**src/rtl/ext_bus_ctrl.sv**
```systemverilog
// ext_bus_ctrl: valid/ready request to asynchronous-memory bus sequencer (setup/strobe/hold).
// Optional read-to-write turnaround cycle is compiled in with EXT_BUS_TURNAROUND_EN.
module ext_bus_ctrl #(
    parameter int AW = 19,
    parameter int DW = 8,
    parameter int NCH = 2,
    parameter int CHW = 1,
    parameter logic [4*NCH-1:0] WAITS = {4'd1, 4'd0}
) (
    input  logic           clk,
    input  logic           reset_n,
    input  logic           req,
    output logic           ready,
    input  logic           we,
    input  logic [CHW-1:0] ch,
    input  logic [AW-1:0]  addr,
    input  logic [DW-1:0]  wdata,
    output logic [DW-1:0]  rdata,
    output logic           done,
    output logic [AW-1:0]  bus_addr,
    output logic [DW-1:0]  bus_dout,
    input  logic [DW-1:0]  bus_din,
    output logic           bus_oe,
    output logic [NCH-1:0] ce_n,
    output logic           we_n,
    output logic           oe_n
);

    typedef enum logic [2:0] {
        IDLE   = 3'd0,
        SETUP  = 3'd1,
        STROBE = 3'd2,
        HOLD   = 3'd3
`ifdef EXT_BUS_TURNAROUND_EN
        , TURN = 3'd4
`endif
    } state_t;

    // A channel number with no matching chip select still runs the sequence with zero waits.
    function automatic logic [3:0] wait_cycles(input logic [CHW-1:0] c);
        logic [3:0] w;
        w = 4'd0;
        for (int i = 0; i < NCH; i++) begin
            if (c == CHW'(i)) begin
                w = WAITS[4*i +: 4];
            end else begin
                w = w;
            end
        end
        return w;
    endfunction

    function automatic logic [NCH-1:0] chip_sel(input logic [CHW-1:0] c);
        logic [NCH-1:0] cs;
        cs = {NCH{1'b1}};
        for (int i = 0; i < NCH; i++) begin
            if (c == CHW'(i)) begin
                cs[i] = 1'b0;
            end else begin
                cs[i] = 1'b1;
            end
        end
        return cs;
    endfunction

    function automatic logic ch_valid(input logic [CHW-1:0] c);
        logic v;
        v = 1'b0;
        for (int i = 0; i < NCH; i++) begin
            if (c == CHW'(i)) begin
                v = 1'b1;
            end else begin
                v = v;
            end
        end
        return v;
    endfunction

    state_t         state_r, state_s;
    logic           we_r, we_s;
    logic [CHW-1:0] ch_r, ch_s;
    logic [3:0]     cnt_r, cnt_s;
    logic           accept_s, active_s, capture_s;
    logic           ready_s, done_s, bus_oe_s, we_n_s, oe_n_s;
    logic [NCH-1:0] ce_n_s;

    // Next state, captured request fields and next values of the registered bus outputs.
    always_comb begin
        accept_s = req && ready;
        state_s  = state_r;
        we_s     = we_r;
        ch_s     = ch_r;
        cnt_s    = cnt_r;
        if (accept_s) begin
            we_s  = we;
            ch_s  = ch;
            cnt_s = wait_cycles(ch);
        end else begin
            we_s  = we_r;
            ch_s  = ch_r;
            cnt_s = cnt_r;
        end
        case (state_r)
            IDLE: begin
                if (accept_s) begin
                    state_s = SETUP;
                end else begin
                    state_s = IDLE;
                end
            end
            SETUP: state_s = STROBE;
            STROBE: begin
                if (cnt_r == 4'd0) begin
                    state_s = HOLD;
                end else begin
                    state_s = STROBE;
                    cnt_s   = cnt_r - 4'd1;
                end
            end
            HOLD: begin
                if (accept_s) begin
`ifdef EXT_BUS_TURNAROUND_EN
                    state_s = (!we_r && we) ? TURN : SETUP;
`else
                    state_s = SETUP;
`endif
                end else begin
                    state_s = IDLE;
                end
            end
`ifdef EXT_BUS_TURNAROUND_EN
            TURN: state_s = SETUP;
`endif
            default: state_s = IDLE;
        endcase

        // Outputs are decoded from the next state so every pin comes straight from a flop.
        active_s  = (state_s == SETUP) || (state_s == STROBE) || (state_s == HOLD);
        ready_s   = (state_s == IDLE) || (state_s == HOLD);
        done_s    = (state_s == HOLD);
        bus_oe_s  = active_s && we_s;
        ce_n_s    = active_s ? chip_sel(ch_s) : {NCH{1'b1}};
        we_n_s    = !((state_s == STROBE) && we_s);
        oe_n_s    = !((state_s == STROBE) && !we_s);
        capture_s = (state_r == STROBE) && (state_s == HOLD) && !we_r;
    end

    // Sequencer state, captured request and control/strobe output registers.
    always_ff @(posedge clk or negedge reset_n) begin
        if (!reset_n) begin
            state_r <= IDLE;
            we_r    <= 1'b0;
            ch_r    <= {CHW{1'b0}};
            cnt_r   <= 4'd0;
            ready   <= 1'b1;
            done    <= 1'b0;
            bus_oe  <= 1'b0;
            ce_n    <= {NCH{1'b1}};
            we_n    <= 1'b1;
            oe_n    <= 1'b1;
        end else begin
            state_r <= state_s;
            we_r    <= we_s;
            ch_r    <= ch_s;
            cnt_r   <= cnt_s;
            ready   <= ready_s;
            done    <= done_s;
            bus_oe  <= bus_oe_s;
            ce_n    <= ce_n_s;
            we_n    <= we_n_s;
            oe_n    <= oe_n_s;
        end
    end

    // Address and write data change only on accept and otherwise keep their last values.
    always_ff @(posedge clk or negedge reset_n) begin
        if (!reset_n) begin
            bus_addr <= {AW{1'b0}};
            bus_dout <= {DW{1'b0}};
        end else if (accept_s) begin
            bus_addr <= addr;
            bus_dout <= we ? wdata : bus_dout;
        end else begin
            bus_addr <= bus_addr;
            bus_dout <= bus_dout;
        end
    end

    // Read data sampled on the edge leaving STROBE; unmapped channels read as all ones.
    always_ff @(posedge clk or negedge reset_n) begin
        if (!reset_n) begin
            rdata <= {DW{1'b0}};
        end else if (capture_s) begin
            rdata <= ch_valid(ch_r) ? bus_din : {DW{1'b1}};
        end else begin
            rdata <= rdata;
        end
    end

endmodule

```
**config.mk**
```make
export PLATFORM = sky130hd
export DESIGN_NAME = ext_bus_ctrl
export DESIGN_NICKNAME = d
export VERILOG_FILES = /design/src/rtl/ext_bus_ctrl.sv
export SDC_FILE = /design/constraint.sdc
export NUM_CORES = 1
export LEC_CHECK = 0
export ABC_CLOCK_PERIOD_IN_PS = 4200
export BUFFER_PORTS_ARGS = -buffer_cell sky130_fd_sc_hd__buf_2
export CAP_MARGIN = 20
export CORE_MARGIN = 3
export CORE_UTILIZATION = 40
export DETAILED_ROUTE_END_ITERATION = 8
export GPL_ROUTABILITY_DRIVEN = 0
export PLACE_DENSITY = 0.66
export SLEW_MARGIN = 30
export SYNTH_ARGS = -nofsm -noshare
export SYNTH_HDL_FRONTEND = slang
export SYNTH_SLANG_ARGS = --single-unit
```
**constraint.sdc**
```tcl
create_clock -name clk -period 4.2 [get_ports clk]
set_input_delay 0.42 -clock clk [delete_from_list [all_inputs] [get_ports clk]]
set_output_delay 0.42 -clock clk [all_outputs]
set_load 0.03 [all_outputs]
```
==> impl_results.md <==
* Via count at 1,342
* Post-CTS sizing at 0
* Post-route ant nets at 0
* RSZ-0062 raised after global routing: no
* Remaining DRCs at 0
* Vias in the first global route at 1,355
* Power Internal at 1340 uW
* Die ar. at 6140 um^2
* Clock power frac at 12.8%
* Vias per cell at 4.69
* Critical path's slowest cell: dfstp_2
* Avg Inst Size Synth at 15.7 um^2
* Clock Root Buffer: clkbuf_8
* Largest fanout on the critical path at 24
* I/O Pins at 82
* Post-DP HPWL at 2840 um
* Critical Path RT at 4.38 ns
* Largest family of logic cells by synthesized area: multiplexers
* Post-layout min period at 2.35 ns
* Max-slew violations at 0
* Clk Latency, worst-skew pair at 0.29 ns
* Switching share of power at 42.1%
* Fmax at 0.426 GHz
* P per Cell Area at 872 nW/um^2
* Combinational share of power at 50.8%
* Mux cell area share after synthesis at 24.3%
* Post-synthesis xor/xnor area fraction at 0%
* Ys Warns at 0
* Initial antenna violation count at 0
* Pre-antenna DRT Iters at 4
* Core Rows at 25
* Ant diodes at 0
* Setup bufs post-CTS at 0
* Cts hold-fix bufs at 0
* Post-Synth Simple-Gate Area at 4.36%
* Worst setup EP type: register
* Crit path max-delay family: simple AND/OR/NAND/NOR gates
* Post-Syn Area at 2090 um^2
* Worst Path Class, Setup: reg2reg
* Die height at 78.3 um
* CP Launch Type: register
* CTS H-Tree Depth at 2
* DR iter-0 viols at 60
* Slew @ Worst Pin at 0.751 ns
* TritonCTS Sinks at 50
* Final hold viol count at 0
* Port bufs at 81
* # setup viols final at 0
* Die width at 78.3 um
* Arr. time, crit path at 2.53 ns
* CP max stage delay at 0.57 ns
* WP buf/inv at 0
* Share of layout cells above drive strength 1 at 56.2%
* Seq cells post-synth at 50
* VDD IR max at 0.000354 V
* Yosys cell types at 29
* Wire per inst at 13.4 um
* Syn_nets at 180
* Sequential share of the synthesized area at 60.1%
* Pin count of the biggest net entering global routing at 51
* Setup TNS at 0 ns
* Core Footprint at 4880 um^2
* Part of the power in registers at 36.4%
* First-pass GRT wire length at 6440 um
* Max-cap violations at 0
* Cell leakage power at 0.00142 uW
* Slew HR at 49.7%
* Post-Route Skew at 0.00593 ns
* Status: complete, no violations
* CTS max path bufs at 2
* Area Overhead vs Synth at 27.1%
* Worst-path clk slew at 0.09 ns
* GRT Total Usage at 13.3%
* Total congestion overflow at 0
* Num CTS Buffers at 5
* Final Cycle Share at 55.9%
* Detailed Route WL at 3830 um
* Cell chain of the critical path: nand2_2 -> o2bb2ai_1 -> o21a_1 -> ha_1 -> nand3b_4 -> mux2_4
* Initial Utilization at 42.9%
* Post-synthesis compound-gate area fraction at 4.24%
* Net switching power figure at 977 uW
* Final nets at 265
* Synth Area in Adders at 4.18%
* Hold crit path type: in2async
* Final core utilization at 54.5%
* Syn Inst Count at 133
* CTS tree: done
cell type report:
cell class	instances	area [um^2]
fill	429	2220
sequential	50	1260
multi-input combinational	72	776
timing repair buffer	81	408
clock buffer	7	96.3
tap	67	83.8
inverter	8	30.0
clock inverter	1	8.76
power by group through the flow:
| stage | combinational, uW | clock [uW] | sequential, uW |
|---|---|---|---|
| 2_1_floorplan | 474 | 0 | 1250 |
| 3_3_place_gp | 1180 | 0 | 852 |
| 3_5_place_dp | 1190 | 0 | 852 |
| 4_1_cts | 1190 | 312 | 847 |
| 5_1_grt | 1270 | 332 | 878 |
| 6_report | 1180 | 297 | 846 |
worst paths after layout:
kind	slack, ns	depth (start not counted)	from	endpoint
max in group asynchronous	3.65	1	reset_n	bus_dout[0]
worst max-delay path	1.85	6	ready	rdata[7]
min in group clk	0.34	2	wdata[1]	bus_dout[1]
worst min register to register	0.49	1	bus_dout[4]	bus_dout[4]
worst max register to register	1.85	6	ready	rdata[7]
worst min-delay path	0.14	1	reset_n	bus_addr[3]
Yosys cell counts (all sizes together):
master / n / area [um^2]
a21oi: 3 / 18.8
a31oi: 1 / 6.26
and3: 1 / 6.26
buf: 3 / 30.0
dfrtp: 45 / 1130
dfstp: 5 / 131
ha: 7 / 87.6
inv: 8 / 30.0
mux2: 35 / 488
mux2i: 2 / 20.0
nand2: 5 / 21.3
nand2b: 2 / 12.5
nand3b: 1 / 20.0
nor2: 1 / 3.75
nor2b: 1 / 6.26
nor3b: 1 / 7.51
o21a: 1 / 7.51
o21ai: 6 / 30.0
o2bb2ai: 1 / 8.76
o31a: 1 / 8.76
o32ai: 1 / 8.76
or2: 1 / 6.26
or4: 1 / 7.51
stage by stage:
stage          cells  power [uW]  instance area (um^2)  worst slack [ns]  hold slack, ns
3_5_place_dp     278        2040                  2550              1.83           0.471
3_3_place_gp     278        2030                  2550              1.90           0.464
4_1_cts          286        2350                  2660              1.83           0.151
2_1_floorplan    133        1720                  2090              2.14           0.124
6_report         286        2320                  2660              1.85           0.135
5_1_grt          286        2480                  2660              1.67           0.172
kinds of logic after synthesis:
logic type | after synthesis
AOI/OAI and AO/OA | 14
buffers and inverters | 11
adders and majority gates | 7
and+or+nand+nor | 14
DFF | 50
muxes | 37
worst register-to-register path: cells and delay by family, from the launching register on:
family	cells	cell delay, ns
DFF	1	0.57
adders and majority gates	1	0.21
muxes	1	0.34
and+or+nand+nor	2	0.61
AOI/OAI and AO/OA	2	0.52
sequential cells by signal, indices dropped and copies added (netlist names):
name / flops
ce_n: 2
bus_dout: 8
we_n: 1
bus_addr: 19
oe_n: 1
cnt_r: 4
ch_r: 1
state_r: 2
we_r: 1
ready: 1
rdata: 8
done: 1
bus_oe: 1
metal layers:
layer | global-route usage (%) | wire length [um] | vias to the layer above
li1 | - | - | 631
met1 | 18.1 | 1740 | 652
met2 | 21.2 | 1750 | 57
met3 | 4.13 | 325 | 2
met4 | 2.62 | 13 | 0
met5 | 0 | 0 | -
cells in the final DEF (no fill, tap or decap), types with 2 or more instances in the layout:
cell type   n
mux2_1     10
o21ai_0     2
nand2_1     4
o21ai_1     4
buf_2      80
dfrtp_1    45
clkbuf_8    7
mux2i_1     2
mux2_4     25
dfstp_2     5
inv_1       7
a21oi_1     2
nand2b_1    2
ha_1        7
No activity file was read; power rests on OpenSTA's default activity.
